<file path="config.mk">
export PLATFORM = sky130hd
export DESIGN_NAME = instr_fetch_unit
export DESIGN_NICKNAME = d
export VERILOG_FILES = /design/src/rtl/instr_fetch_unit.sv
export SDC_FILE = /design/constraint.sdc
export NUM_CORES = 1
export LEC_CHECK = 0
export ABC_AREA = 1
export CELL_PAD_IN_SITES_DETAIL_PLACEMENT = 1
export CELL_PAD_IN_SITES_GLOBAL_PLACEMENT = 2
export CORE_UTILIZATION = 27
export CTS_CLUSTER_DIAMETER = 30
export CTS_CLUSTER_SIZE = 10
export DETAILED_ROUTE_END_ITERATION = 8
export PLACE_DENSITY = 0.94
export SLEW_MARGIN = 20
export SYNTH_ARGS = -nofsm -noshare
export SYNTH_HDL_FRONTEND = slang
export SYNTH_SLANG_ARGS = --single-unit
</file>
<file path="constraint.sdc">
create_clock -name clock -period 2.9 [get_ports clock]
set_input_delay 0.725 -clock clock [delete_from_list [all_inputs] [get_ports clock]]
set_output_delay 0.725 -clock clock [all_outputs]
set_load 0.05 [all_outputs]
</file>
<file path="src/rtl/instr_fetch_unit.sv">
// Instruction fetch responder: req/ack read of program memory into IR.
// Watchdog-bounded wait; PC redirects are deferred while a read is in flight.
module instr_fetch_unit #(
  parameter int unsigned          ADDR_W     = 8,
  parameter int unsigned          DATA_W     = 8,
  parameter logic [ADDR_W-1:0]    RESET_PC   = '0,
  parameter int unsigned          TIMEOUT    = 16,
  parameter logic [DATA_W-1:0]    ERR_OPCODE = 8'hFF
) (
  input  logic              clock,
  input  logic              reset,
  input  logic              ir_load,
  input  logic              pc_load,
  input  logic [ADDR_W-1:0] pc_load_value,
  output logic [DATA_W-1:0] ir,
  output logic              ir_valid,
  output logic              busy,
  output logic              fetch_err,
  output logic [ADDR_W-1:0] pc,
  output logic [ADDR_W-1:0] mem_addr,
  output logic              mem_rd_req,
  input  logic              mem_rd_ack,
  input  logic [DATA_W-1:0] mem_rd_data
);

  localparam int unsigned CNT_W = $clog2(TIMEOUT + 1);
  localparam logic [CNT_W-1:0] CNT_LAST = CNT_W'(TIMEOUT - 1);

  typedef enum logic [1:0] {
    IDLE = 2'd0,
    REQ  = 2'd1,
    DONE = 2'd2
  } state_t;

  state_t             r_state;
  logic [ADDR_W-1:0]  r_pc;
  logic [ADDR_W-1:0]  r_pend_pc;
  logic               r_pend;
  logic [DATA_W-1:0]  r_ir;
  logic               r_ir_valid;
  logic               r_err;
  logic               r_req;
  logic [CNT_W-1:0]   r_cnt;

  logic               w_tmo;
  logic [ADDR_W-1:0]  w_exit_pc;

  assign w_tmo = (r_cnt == CNT_LAST);

  // Newest redirect wins, including one arriving on the exit cycle itself.
  always_comb begin
    w_exit_pc = r_pc;
    if (pc_load)
      w_exit_pc = pc_load_value;
    else if (r_pend)
      w_exit_pc = r_pend_pc;
    else if (mem_rd_ack)
      w_exit_pc = r_pc + 1'b1;
  end

  always_ff @(posedge clock) begin
    if (reset) begin
      r_state    <= IDLE;
      r_pc       <= RESET_PC;
      r_pend_pc  <= '0;
      r_pend     <= 1'b0;
      r_ir       <= '0;
      r_ir_valid <= 1'b0;
      r_err      <= 1'b0;
      r_req      <= 1'b0;
      r_cnt      <= '0;
    end else begin
      r_ir_valid <= 1'b0;
      unique case (r_state)
        IDLE: begin
          if (pc_load)
            r_pc <= pc_load_value;
          if (ir_load) begin
            r_state <= REQ;
            r_req   <= 1'b1;
            r_cnt   <= '0;
            r_err   <= 1'b0;
          end
        end
        REQ: begin
          if (pc_load) begin
            r_pend    <= 1'b1;
            r_pend_pc <= pc_load_value;
          end
          if (mem_rd_ack || w_tmo) begin
            r_state    <= DONE;
            r_req      <= 1'b0;
            r_ir_valid <= 1'b1;
            r_pend     <= 1'b0;
            r_pc       <= w_exit_pc;
            if (mem_rd_ack) begin
              r_ir <= mem_rd_data;
            end else begin
              r_ir  <= ERR_OPCODE;
              r_err <= 1'b1;
            end
          end else begin
            r_cnt <= r_cnt + 1'b1;
          end
        end
        DONE: begin
          if (pc_load)
            r_pc <= pc_load_value;
          r_state <= IDLE;
        end
        default: r_state <= IDLE;
      endcase
    end
  end

  assign ir         = r_ir;
  assign ir_valid   = r_ir_valid;
  assign busy       = (r_state != IDLE);
  assign fetch_err  = r_err;
  assign pc         = r_pc;
  assign mem_addr   = r_pc;
  assign mem_rd_req = r_req;

endmodule

</file>
* After elaboration in Yosys (flattened, before gate mapping)
Cells that the tools add are included.
** Storage, ports and cells
- Register bits after elaboration :: 35
- Input bits :: 21
- Output and inout bits :: 28
- Logic and storage cells :: 60
** Operators by class
- Reduce and logical (&&, ||, !) cells :: 16
- Bitwise logic cells :: 1
- Equality and inequality tests :: 9
- Add/sub/neg operators :: 2
- Multiplexer cells :: 23
** Operators by type and width (number)
- two-way mux 8 bit :: 6
- one-hot mux 8 bit (2 select lines) :: 1
- two-way mux 5 bit :: 2
- one-hot mux 5 bit (2 select lines) :: 1
- adder 8 x 1 -> 8 bit (second input constant) :: 1
- two-way mux 1 bit :: 8
- != test 2 bit (second input constant) :: 4
- AND reduction 2 bit :: 4
- AND reduction 4 bit :: 2
- nonzero test 2 bit :: 4
- AND reduction 3 bit :: 2
- adder 5 x 1 -> 5 bit (second input constant) :: 1
- equality test 5 x 4 -> 1 bit (second input constant) :: 1
- two-way mux 2 bit :: 2
- != test 4 bit (second input constant) :: 1
- one-hot mux 1 bit (2 select lines) :: 2
- one-hot mux 2 bit (2 select lines) :: 1
- OR reduction 2 bit :: 2
- equality test 2 x 1 -> 1 bit (second input constant) :: 1
- equality test 2 bit (second input constant) :: 1
- zero test 2 bit :: 1
- != test 2 x 1 -> 1 bit (second input constant) :: 1
- logical OR 1 bit :: 1
- inverter 1 bit :: 1

* Longest topological paths before layout
- Depth in word-level cells :: 6
- Mapped depth :: 13
- Depth with buffers taken out :: 13

* Least setup slack after synthesis
OpenSTA, ideal clock, no wires.
- Kind :: flip-flop to output port
- Start point :: register r_pc[2] (netlist: mem_addr[2])
- End point :: output port pc[2]
- Stages on the path, launching flop included :: 2
- Path slack :: 1.152 ns
- Arrival time :: 1.023 ns
- Data required time :: 2.175 ns
- Buffers on the path :: 1
- Cell sequence :: dfxtp_1 buf_4
** RTL lines
- from (decl) :: RTL line 36 : logic [ADDR_W-1:0] r_pc;
- from (signal assigned) :: RTL line 77 : r_pc <= pc_load_value;
- from (signal assigned) :: RTL line 95 : r_pc <= w_exit_pc;
- from (signal assigned) :: RTL line 108 : r_pc <= pc_load_value;
- to (decl) :: RTL line 19 : output logic [ADDR_W-1:0] pc,
No word-level cell between the ends.

* Final worst setup path
- Start point :: register r_state[1]
- End point :: output port busy
** On the way
- Longest elaborated chain between the ends :: 1
** Ends and longest elaborated chain
- from (decl) :: RTL line 35 : state_t r_state;
- from (signal assigned) :: RTL line 63 : r_state <= IDLE;
- from (signal assigned) :: RTL line 79 : r_state <= REQ;
- from (signal assigned) :: RTL line 91 : r_state <= DONE;
- nonzero test 2 bit :: RTL line 118 : assign busy = (r_state != IDLE);
- to (decl) :: RTL line 17 : output logic busy,
No other way between the ends.

==> flow_summary.json <==
{
  "n_fill_cell": 787,
  "slew_headroom": 0.660,
  "ir_worst_vdd_mv": 0.239,
  "synth_cell_type_count": 25,
  "antenna_found_initial": 0,
  "powerDensity_mw_per_mm2": 599,
  "area_growth_pct": 35.5,
  "chipWidth_um": 82.7,
  "synth.top_cells.by_count": "53 x nand2_1, 35 x dfxtp_1, 31 x a21oi_1, 25 x inv_1, 25 x nor2_1",
  "final_util": 0.377,
  "reg2regPathDepth": 13,
  "cp-start-kind": "flip-flop",
  "r2r_slack_ps": 970,
  "status": "complete, no violations",
  "overflow": 0,
  "ys_ff_latch": 35,
  "grt_util_all_layers": 0.148,
  "synth_cells": 253,
  "cp-end-kind": "primary output",
  "rr_startpoint": "r_cnt[0]",
  "antenna_left": 0,
  "total_power_mw": 1.43,
  "max_slew.worst_pin.slew_ps": 508,
  "synthTopCellsByArea": "dfxtp_1 40%, nand2_1 11%, a21oi_1 8.8%",
  "arrival_ps": 1710,
  "hp-start": "r_pend_pc[1]",
  "fin_skew_ps": 8.69,
  "grt_start_max_net_pins": 17,
  "maxCapViolCount": 0,
  "p_leak_nw": 0.944,
  "rows": 29,
  "slew_viol_final": 0,
  "fin_area_sq_mm": 0.00238,
  "synthesis.nets": 277,
  "grt_pass1_vias": 1599,
  "root_buffer": "clkbuf_8",
  "cts_sinks": 35,
  "period_share": 0.839,
  "drtIter0Drc": 44,
  "r2r_end": "mem_addr[0]",
  "wl_per_cell_um": 12.2,
  "drt_pass1_iterations": 4,
  "tritoncts": "built",
  "ys_seq_area_frac": 0.399,
  "diodes": 0,
  "synthArstFlopShare": 0,
  "cp.required_ps": 2170,
  "hold_viol_final": 0,
  "die_area_sq_mm": 0.00683,
  "synthMostInstantiatedCell": "nand2_1",
  "routed_wl_mm": 4.52,
  "dpl_cell_area_sq_mm": 0.00224,
  "post-cts-setup-buffers": 0,
  "synth-edff-count": 0,
  "rsz0062_at_grt": "false",
  "tns_ps": 0,
  "hold_end": "r_pend_pc[1]",
  "dp.cells": 364,
  "drive_gt1_frac": 0.0814,
  "ys.flop_type": "dfxtp_1",
  "critical_path_class": "flip-flop to primary output",
  "clock_latency_ps": 290,
  "hold_class": "flip-flop to flip-flop",
  "setup_violations": 0,
  "crit_fanout": 3,
  "fmax_mhz": 411,
  "port_buffers": 48,
  "whs_path_depth": 2,
  "start_util": 0.278,
  "cts_made_buffers": 5,
  "dp_hpwl_mm": 3.48,
  "core_sq_mm": 0.00631,
  "fin_nets": 318,
  "yosysTopAreaCell": "dfxtp_1",
  "synth.cell_area_sq_mm": 0.00176,
  "worst_slack_ps": 467,
  "post_cts_resized": 0,
  "cts_htree_levels": 2,
  "num_vias": 1687,
  "yosysWarnings": 0,
  "cts_hold_buf": 0,
  "vias_per_cell": 4.53,
  "synth_top_area_share": 0.399,
  "drcViolationCount": 0,
  "whs_ps": 457,
  "clock_path_buffers": 2,
  "min_period_ps": 2430,
  "grt_pass1_wl_mm": 7.59,
  "layoutNonFillerInstCount": 372,
  "fp.dieH_um": 82.7,
  "place.gp.congestion": 0.763,
  "synth_area_per_cell_sq_um": 6.94,
  "dp_slack_ps": 653,
  "clkTransAtPathRegs_ps": 80,
  "io_pins": 49
}
-- worst max path at each step --
stage               slack [ps]          end  cells after the start   startpoint
floorplan                 1150        pc[2]                      1  mem_addr[2]
global placement           700  mem_addr[0]                     10   mem_rd_ack
detailed placement         650  mem_addr[0]                     10   mem_rd_ack
CTS                        430         busy                      3   r_state[1]
global route               400         busy                      3   r_state[1]
finish                     470         busy                      3   r_state[1]
-- state kept, by name, summed over array words and instances, names as in the netlist --
name	cells
r_state	2
mem_addr	8
mem_rd_req	1
ir_valid	1
r_pend_pc	8
fetch_err	1
ir	8
r_cnt	5
r_pend	1
-- cell type report --
type	count	area, sq um	share of cell area
Multi-Input combinational cell	172	842	0.354
Sequential cell	35	701	0.294
Timing Repair Buffer	49	488	0.205
Inverter	31	116	0.0489
Tap cell	77	96.3	0.0405
Clock buffer	5	68.8	0.0289
Clock inverter	3	67.6	0.0284
-- logic make-up after synthesis --
kind of cell | share of synthesized area
and+or+nand+nor | 0.302
AOI/OAI and AO/OA | 0.151
DFF | 0.399
buffers and inverters | 0.122
xor gates and xnor gates | 0.00499
adders and majority gates | 0.0214
-- layer usage --
metal | GRT usage | vias up | share of wire
met1 | 0.192 | 752 | 0.49
met2 | 0.239 | 42 | 0.45
met5 | 0 | - | 0
met3 | 0.0385 | 5 | 0.048
li1 | - | 888 | -
met4 | 0.0466 | 0 | 0.012
-- placed cells by master, fill, tap and decap left out, types with 11 or more instances in the layout --
| cell | synthesis | layout |
|---|---|---|
| clkdlybuf4s50_1 | 0 | 48 |
| inv_1 | 25 | 25 |
| a21oi_1 | 31 | 31 |
| nand2_1 | 53 | 53 |
| nand3_1 | 17 | 17 |
| o21ai_0 | 11 | 11 |
| nor3_1 | 17 | 17 |
| nor2_1 | 25 | 25 |
| dfxtp_1 | 35 | 35 |
-- worst max-delay path: stages (launching register included) --
cell and delay [ps]:
dfxtp_1 430, inv_1 110, nand2_1 80, clkdlybuf4s50_1 790
-- where the power goes --
part	leakage (nW)	internal [mW]	switching, mW
combinational	0.593	0.123	0.234
sequential	0.287	0.511	0.0289
clock	0.0644	0.343	0.185
Note: power is estimated with default switching activity, not from simulation.
